**config.mk**
```make
export PLATFORM = sky130hd
export DESIGN_NAME = hazard_unit
export DESIGN_NICKNAME = d
export VERILOG_FILES = /design/src/rtl/hazard_unit.sv
export SDC_FILE = /design/constraint.sdc
export NUM_CORES = 1
export LEC_CHECK = 0
export CORE_MARGIN = 2
export CORE_UTILIZATION = 40
export CTS_BUF_LIST = sky130_fd_sc_hd__clkbuf_16
export DETAILED_ROUTE_END_ITERATION = 16
export GPL_ROUTABILITY_DRIVEN = 0
export PLACE_DENSITY = 0.7
export SLEW_MARGIN = 25
export SYNTH_ARGS = -nofsm -noshare
export SYNTH_HDL_FRONTEND = slang
export SYNTH_SLANG_ARGS = --single-unit
```
**constraint.sdc**
```tcl
create_clock -name clk -period 2.4 [get_ports clk]
set_input_delay 0.36 -clock clk [delete_from_list [all_inputs] [get_ports clk]]
set_output_delay 0.36 -clock clk [all_outputs]
set_load 0.01 [all_outputs]
```
**src/rtl/hazard_unit.sv**
```systemverilog
// Hazard detection and pipeline sequencing for the 5-stage MIPS core: classifies each
// cycle (freeze / redirect / load-use stall / run), drives buffer controls and forwarding selects.
module hazard_unit #(
  parameter int AW = 5,
  parameter int CW = 16
) (
  input  logic          clk,
  input  logic          rst,
  input  logic [AW-1:0] d_rs_a,
  input  logic [AW-1:0] d_rt_a,
  input  logic          d_uses_rs,
  input  logic          d_uses_rt,
  input  logic [AW-1:0] dx_wr_a,
  input  logic          dx_reg_write,
  input  logic          dx_mem_read,
  input  logic [AW-1:0] xm_wr_a,
  input  logic          xm_reg_write,
  input  logic          m_branch_taken,
  input  logic          m_jmp,
  input  logic          mem_busy,
  output logic          stall,
  output logic          dx_bubble,
  output logic          flush_fd,
  output logic          flush_dx,
  output logic          flush_xm,
  output logic          freeze,
  output logic          fwdX_rs,
  output logic          fwdX_rt,
  output logic          fwdM_rs,
  output logic          fwdM_rt,
  output logic          wb_valid,
  output logic [CW-1:0] stall_cnt,
  output logic [CW-1:0] flush_cnt,
  output logic [CW-1:0] retire_cnt
);

  typedef enum logic [1:0] {
    CLS_RUN,
    CLS_STALL,
    CLS_REDIRECT,
    CLS_FREEZE
  } cycle_class_e;

  logic v_fd_q, v_dx_q, v_xm_q, v_mw_q;
  logic v_fd_d, v_dx_d, v_xm_d, v_mw_d;

  logic [CW-1:0] stall_cnt_q, flush_cnt_q, retire_cnt_q;
  logic [CW-1:0] stall_cnt_d, flush_cnt_d, retire_cnt_d;

  logic         redirect;
  logic         load_use;
  logic         x_hit_rs, x_hit_rt, m_hit_rs, m_hit_rt;
  cycle_class_e cls;

  // Register $0 is hardwired, so a write to it is never a real producer.
  function automatic logic producer_match(input logic          valid,
                                          input logic          writes,
                                          input logic [AW-1:0] dst,
                                          input logic [AW-1:0] src);
    return valid & writes & (dst == src) & (src != '0);
  endfunction

  function automatic logic [CW-1:0] sat_inc(input logic [CW-1:0] cnt, input logic en);
    return (en && (cnt != '1)) ? cnt + CW'(1) : cnt;
  endfunction

  assign x_hit_rs = producer_match(v_dx_q, dx_reg_write, dx_wr_a, d_rs_a);
  assign x_hit_rt = producer_match(v_dx_q, dx_reg_write, dx_wr_a, d_rt_a);
  assign m_hit_rs = producer_match(v_xm_q, xm_reg_write, xm_wr_a, d_rs_a);
  assign m_hit_rt = producer_match(v_xm_q, xm_reg_write, xm_wr_a, d_rt_a);

  assign redirect = v_xm_q & (m_branch_taken | m_jmp);
  assign load_use = v_fd_q & v_dx_q & dx_mem_read &
                    ((d_uses_rs & (dx_wr_a == d_rs_a) & (d_rs_a != '0)) |
                     (d_uses_rt & (dx_wr_a == d_rt_a) & (d_rt_a != '0)));

  // NOTE: every signal driven here gets a default first so no path can infer a latch.
  always_comb begin
    cls       = CLS_RUN;
    stall     = 1'b0;
    dx_bubble = 1'b0;
    flush_fd  = 1'b0;
    flush_dx  = 1'b0;
    flush_xm  = 1'b0;
    freeze    = 1'b0;
    if (mem_busy) begin
      cls    = CLS_FREEZE;
      freeze = 1'b1;
      stall  = 1'b1;
    end else if (redirect) begin
      cls      = CLS_REDIRECT;
      flush_fd = 1'b1;
      flush_dx = 1'b1;
      flush_xm = 1'b1;
    end else if (load_use) begin
      cls       = CLS_STALL;
      stall     = 1'b1;
      dx_bubble = 1'b1;
    end
  end

  // A load in X cannot forward; its consumer is stalled and picks the value up from M.
  always_comb begin
    fwdX_rs = d_uses_rs & x_hit_rs & ~dx_mem_read;
    fwdX_rt = d_uses_rt & x_hit_rt & ~dx_mem_read;
    fwdM_rs = d_uses_rs & m_hit_rs & ~fwdX_rs;
    fwdM_rt = d_uses_rt & m_hit_rt & ~fwdX_rt;
  end

  always_comb begin
    v_fd_d = v_fd_q;
    v_dx_d = v_dx_q;
    v_xm_d = v_xm_q;
    v_mw_d = v_mw_q;
    unique case (cls)
      CLS_FREEZE: ;
      CLS_REDIRECT: begin
        v_fd_d = 1'b0;
        v_dx_d = 1'b0;
        v_xm_d = 1'b0;
        v_mw_d = v_xm_q;
      end
      CLS_STALL: begin
        v_dx_d = 1'b0;
        v_xm_d = v_dx_q;
        v_mw_d = v_xm_q;
      end
      default: begin
        v_fd_d = 1'b1;
        v_dx_d = v_fd_q;
        v_xm_d = v_dx_q;
        v_mw_d = v_xm_q;
      end
    endcase
  end

  always_comb begin
    stall_cnt_d  = sat_inc(stall_cnt_q, stall);
    flush_cnt_d  = sat_inc(flush_cnt_q, cls == CLS_REDIRECT);
    retire_cnt_d = sat_inc(retire_cnt_q, (cls != CLS_FREEZE) & v_mw_q);
  end

  // NOTE: state registers use non-blocking assignments so all flops update from pre-edge values.
  always_ff @(posedge clk or posedge rst) begin
    if (rst) begin
      v_fd_q       <= 1'b0;
      v_dx_q       <= 1'b0;
      v_xm_q       <= 1'b0;
      v_mw_q       <= 1'b0;
      stall_cnt_q  <= '0;
      flush_cnt_q  <= '0;
      retire_cnt_q <= '0;
    end else begin
      v_fd_q       <= v_fd_d;
      v_dx_q       <= v_dx_d;
      v_xm_q       <= v_xm_d;
      v_mw_q       <= v_mw_d;
      stall_cnt_q  <= stall_cnt_d;
      flush_cnt_q  <= flush_cnt_d;
      retire_cnt_q <= retire_cnt_d;
    end
  end

  assign wb_valid   = v_mw_q;
  assign stall_cnt  = stall_cnt_q;
  assign flush_cnt  = flush_cnt_q;
  assign retire_cnt = retire_cnt_q;

endmodule

```
# [Yosys cells after proc, flatten, opt, wreduce, memory -nomap -nowiden]
# Index checks and enable logic that the tools add are counted.
[word_totals] register_bits=52 inputBits=30 word_cells=73
[op_classes] addsub=3 eq_ne=11 mux=13 bitwise_logic=32 n_reduce_logical=7
[op_table] op="16-bit by 1-bit adder with 16-bit output, second input constant" n=3
[op_table] op="16-bit != test, second input constant" n=3
[op_table] op="1-bit AND" n=27
[op_table] op="5-bit == test" n=4
[op_table] op="5-bit nonzero test" n=2
[op_table] op="1-bit two-way mux" n=8
[op_table] op="1-bit one-hot mux with 2 select lines" n=3
[op_table] op="2-bit == test, second input constant" n=2
[op_table] op="2-bit two-way mux" n=2
[op_table] op="2-bit OR reduction" n=2
[op_table] op="1-bit logical AND" n=3
[op_table] op="1-bit NOT" n=3
[op_table] op="2-bit by 1-bit == test with 1-bit output, second input constant" n=1
[op_table] op="2-bit != test, second input constant" n=1
[op_table] op="1-bit OR" n=2

# [Longest topological paths before layout]
[logic_depth] depth_word=11 ltp_mapped=11 depth_no_buf=10

# [Worst setup path before layout]
# OpenSTA, ideal clock, no wires.
[synth_timing] path_kind="input to register" start="input port d_rt_a[1]" end="register flush_cnt_q[1], in the netlist flush_cnt[1]" setup_ps=125 t_arrival_ps=2518 setup_slack_ps=-243 cell_stages=10 path_buffers=1 path_cell_list="or4_1 > o21ai_1 > or4_4 > a21oi_4 > or2_2 > inv_1 > ha_1 > and2_1 > clkbuf_1 > mux2_2"
[synth_between] elab_chain_len=10
[synth_lines] element="start: declaration" line_no="10" rtl="input logic [AW-1:0] d_rt_a,"
[synth_lines] element="5-bit == test" line_no="75" rtl="(d_uses_rt & (dx_wr_a == d_rt_a) & (d_rt_a != '0)));"
[synth_lines] element="1-bit AND" line_no="75"
[synth_lines] element="1-bit AND (*)" line_no="75"
[synth_lines] element="1-bit OR (*)" line_no="74" rtl="((d_uses_rs & (dx_wr_a == d_rs_a) & (d_rs_a != '0)) |"
[synth_lines] element="1-bit AND (*)" line_no="73" rtl="assign load_use = v_fd_q & v_dx_q & dx_mem_read &"
[synth_lines] element="1-bit two-way mux (*)" line_no="95" rtl="end else if (load_use) begin"
[synth_lines] element="2-bit two-way mux (*)" line_no="90" rtl="end else if (redirect) begin"
[synth_lines] element="2-bit two-way mux (*)" line_no="86" rtl="if (mem_busy) begin"
[synth_lines] element="2-bit == test (*)" line_no="139" rtl="flush_cnt_d = sat_inc(flush_cnt_q, cls == CLS_REDIRECT);"
[synth_lines] element="1-bit logical AND (*)" line_no="64" rtl="return (en && (cnt != '1)) ? cnt + CW'(1) : cnt;"
[synth_lines] element="end signal: assignment" line_no="159" rtl="flush_cnt_q <= flush_cnt_d;"
[synth_lines] element="end: declaration" line_no="47" rtl="logic [CW-1:0] stall_cnt_q, flush_cnt_q, retire_cnt_q;"
# Mark *: on every way between the ends. The rest lies on a longest branch, timed or not.
# A chain may end at the register's enable or synchronous reset.

# [Final worst setup path]
[layout_timing] start="input port d_rs_a[0]" end="register flush_cnt_q[11], in the netlist flush_cnt[11]"
[layout_between] elab_chain_len=10
[layout_lines] element="start: declaration" line_no="9" rtl="input logic [AW-1:0] d_rs_a,"
[layout_lines] element="5-bit == test" line_no="74"
[layout_lines] element="1-bit AND" line_no="74"
[layout_lines] element="1-bit AND (*)" line_no="74"
[layout_lines] element="1-bit OR (*)" line_no="74"
[layout_lines] element="1-bit AND (*)" line_no="73"
[layout_lines] element="1-bit two-way mux (*)" line_no="95"
[layout_lines] element="2-bit two-way mux (*)" line_no="90"
[layout_lines] element="2-bit two-way mux (*)" line_no="86"
[layout_lines] element="2-bit == test (*)" line_no="139"
[layout_lines] element="1-bit logical AND (*)" line_no="64"
# Marks and branches as above.

==> flow_metrics.tcl <==
set metrics [dict create \
    status "complete, no violations" \
    final_nets 430 \
    drc_errors 0 \
    worst_hold_startpoint "flush_cnt[13]" \
    combPwrFrac_pct 30.8 \
    crit_path_max_fanout 6 \
    grt_pass1_wl_mm 10.8 \
    clkSinkCount 52 \
    finalMaxSlewViolations 0 \
    hold_viol_final 0 \
    pwr-share-clk_pct 25.0 \
    die-area_um2 7840 \
    reg2reg_slack_ps 360 \
    p_sw_uw 836 \
    coreArea_um2 6870 \
    fin_worst_skew_ps 11.1 \
    wirelength_mm 6.51 \
    crit_path_start_kind "primary input" \
    die_h_um 88.6 \
    antenna_found_initial 0 \
    cts_buffer_depth 2 \
    finalCriticalPeriod_ps 2330 \
    whs_ps 492 \
    postRouteAntennaNets 0 \
    power.internal_uw 1920 \
    syn_area_um2 2860 \
    cts_made_buffers 5 \
    drt-vias-per-instance 4.90 \
    vdd_ir_drop_max_uv 619 \
    n_antenna_cell 0 \
    worst_slew_pin_slew_ps 642 \
    post-route-period-util_pct 96.9 \
    port_buffers 88 \
    worst_hold_path_type "reg2reg" \
    start_util_pct 41.6 \
    synth-seq-cells 52 \
    r2r-end "flush_cnt[11]" \
    totalPowerFinal_uw 2760 \
    arrival_ps 2530 \
    p_seq_share_pct 44.2 \
    dp.cells 476 \
    routedWlPerCell_um 13.2 \
    r2r_start "v_xm_q" \
    crit_type "in2reg" \
    num_rows 30 \
    die_w_um 88.6 \
    dr.first_iter.drc_count 38 \
    dpl.hpwl_mm 4.81 \
    utilization_pct 62.1 \
    grt_start_max_net_pins 53 \
    synthesis.nets 309 \
    drtPass1Iterations 4 \
    setup_viol 0 \
    end_kind "flop" \
    num_io_pins 89 \
    vias 2407 \
    post-place-ws_ps -558 \
    clkLatencyLatePin_ps 280 \
    syn_area_per_cell_um2 10.5 \
    maxCapViolations 0 \
    grt_pass1_vias 2358 \
    synthCells 273 \
    cts_hold_buf 0 \
    rsz0062_at_grt "false" \
    area_growth_pct 49.0 \
    track_usage_pct 17.1 \
    stdcell_count 491 \
    yosysUniqueCellTypes 36 \
    h-tree-depth 2 \
    drive_above_1_share_pct 19.2 \
    r2r_cells 10 \
    pwr_density_cell_nw_per_um2 648 \
    clk_pin_slew_ps 70 \
    yosys_warnings 0 \
    tritoncts "done" \
    required_ps 2600 \
    cts_root_buf "clkbuf_16" \
    slew_headroom_pct 57.2 \
    holdPathStages 1 \
    grt_overflow 0 \
    seq_area_frac_synth_pct 45.5 \
    fmax_mhz 430 \
    holdPathEnd "flush_cnt[13]" \
    setup_ws_ps 73.5 \
    p_leak_uw 0.00182 \
    swShare_pct 30.3 \
]
## routing by layer
layer  routed length [µm]  track usage, %  up-vias
met1                 3060            23.9     1153
met3                  217            2.71        6
met5                    0               0        -
met4                   61            3.72        0
li1                     -               -     1196
met2                 3170            28.2       52
## critical path: stages
cell and delay (ps):
buf_2 130, or4_4 520, o21ai_4 150, or4_4 170, a21oi_4 60, buf_6 120, or2_4 250, inv_4 60
ha_4 150, o2111a_2 230, nand4_1 120, xnor2_1 190
## how the worst max path moves through the flow
stage / start / endpoint / depth (start not counted)
final: d_rs_a[0] / flush_cnt[11] / 12
after global routing: d_rt_a[2] / flush_cnt[11] / 12
after CTS: d_rt_a[3] / flush_cnt[11] / 12
after detailed placement: d_rt_a[2] / flush_cnt[11] / 11
after global placement: dx_wr_a[0] / dx_bubble / 7
after floorplan: dx_wr_a[4] / flush_cnt[1] / 10
## power groups by stage
stage | Clock [µW] | Combinational [µW] | Sequential [µW]
after global routing | 755 | 944 | 1250
final | 691 | 851 | 1220
after CTS | 711 | 861 | 1220
after detailed placement | 0 | 855 | 1230
after global placement | 0 | 840 | 1230
after floorplan | 0 | 350 | 1260
## kinds of logic (layout without fill, tap and decap cells)
group,Yosys count,after routing,synth area share [%]
and+or+nand+nor,101,101,19.8
xor gates and xnor gates,64,64,19.6
DFF,52,52,45.5
AOI/OAI and AO/OA,26,26,7.39
buffers and inverters,19,141,3.19
adders and majority gates,6,6,2.62
muxes,5,5,1.92
## area by class of cell
class                           instances  area (µm²)
Fill cell                             597        2610
Sequential cell                        52        1300
Timing Repair Buffer                  123        1120
Inverter                               10        40.0
Clock inverter                          3        17.5
Multi-Input combinational cell        202        1540
Tap cell                               96         120
Clock buffer                            5         125
## synthesized netlist by cell type, drive strengths merged
cell	instances	area, µm²
mux2i	1	10.0
o2111a	1	11.3
dfrtp	52	1300
buf	5	38.8
nor3	7	35.0
and4	9	78.8
nor2b	5	31.3
and2	2	12.5
nor2	16	60.1
o31ai	1	21.3
o21ai	10	53.8
a21oi	3	26.3
o2111ai	8	76.3
or4	4	37.5
o211ai	3	22.5
nand2	14	52.6
nor4	3	18.8
xnor2	42	368
clkbuf	4	15.0
ha	6	75.1
nand4	12	75.1
mux2	4	45.0
and3	6	37.5
xor2	22	193
nand3b	1	7.51
nand2b	5	31.3
inv	10	37.5
nand3	15	75.1
or2	2	12.5
## repair_timing
item                       4_1_cts  5_1_grt
gates resized for setup         49       15
setup endpoints to repair       25       11
buffers inserted                 6        1
pin swaps                        9       10
## through the flow
stage	TNS (ps)	instance area, µm²
after floorplan	-15.5	2920
after global placement	-12530	4060
after detailed placement	-13540	4060
after CTS	0	4250
after global routing	0	4260
final	0	4260
## state kept, by name, indices dropped and copies added (netlist names)
register and cells:
flush_cnt 16, retire_cnt 16, stall_cnt 16, v_dx_q 1, v_fd_q 1, v_xm_q 1, wb_valid 1
## placed cells by master (no fill, tap or decap), types with 3 or more instances in the layout
master           count
and3_1               6
and4_1               9
buf_2                3
buf_4               34
clkbuf_16            5
clkbuf_2             3
clkdlybuf4s15_1      4
clkdlybuf4s50_1     65
dfrtp_1             52
dlygate4sd2_1        9
ha_1                 5
inv_1                9
mux2_2               3
nand2_1             14
nand2b_1             5
nand3_1             15
nand4_1             12
nor2_1              15
nor2b_1              5
nor3_1               7
nor4_1               3
o2111ai_1            7
o211ai_1             3
o21ai_0              5
or4_4                4
xnor2_1             39
xnor2_2              3
xor2_1              22
Power figures use the tool's default switching activity.
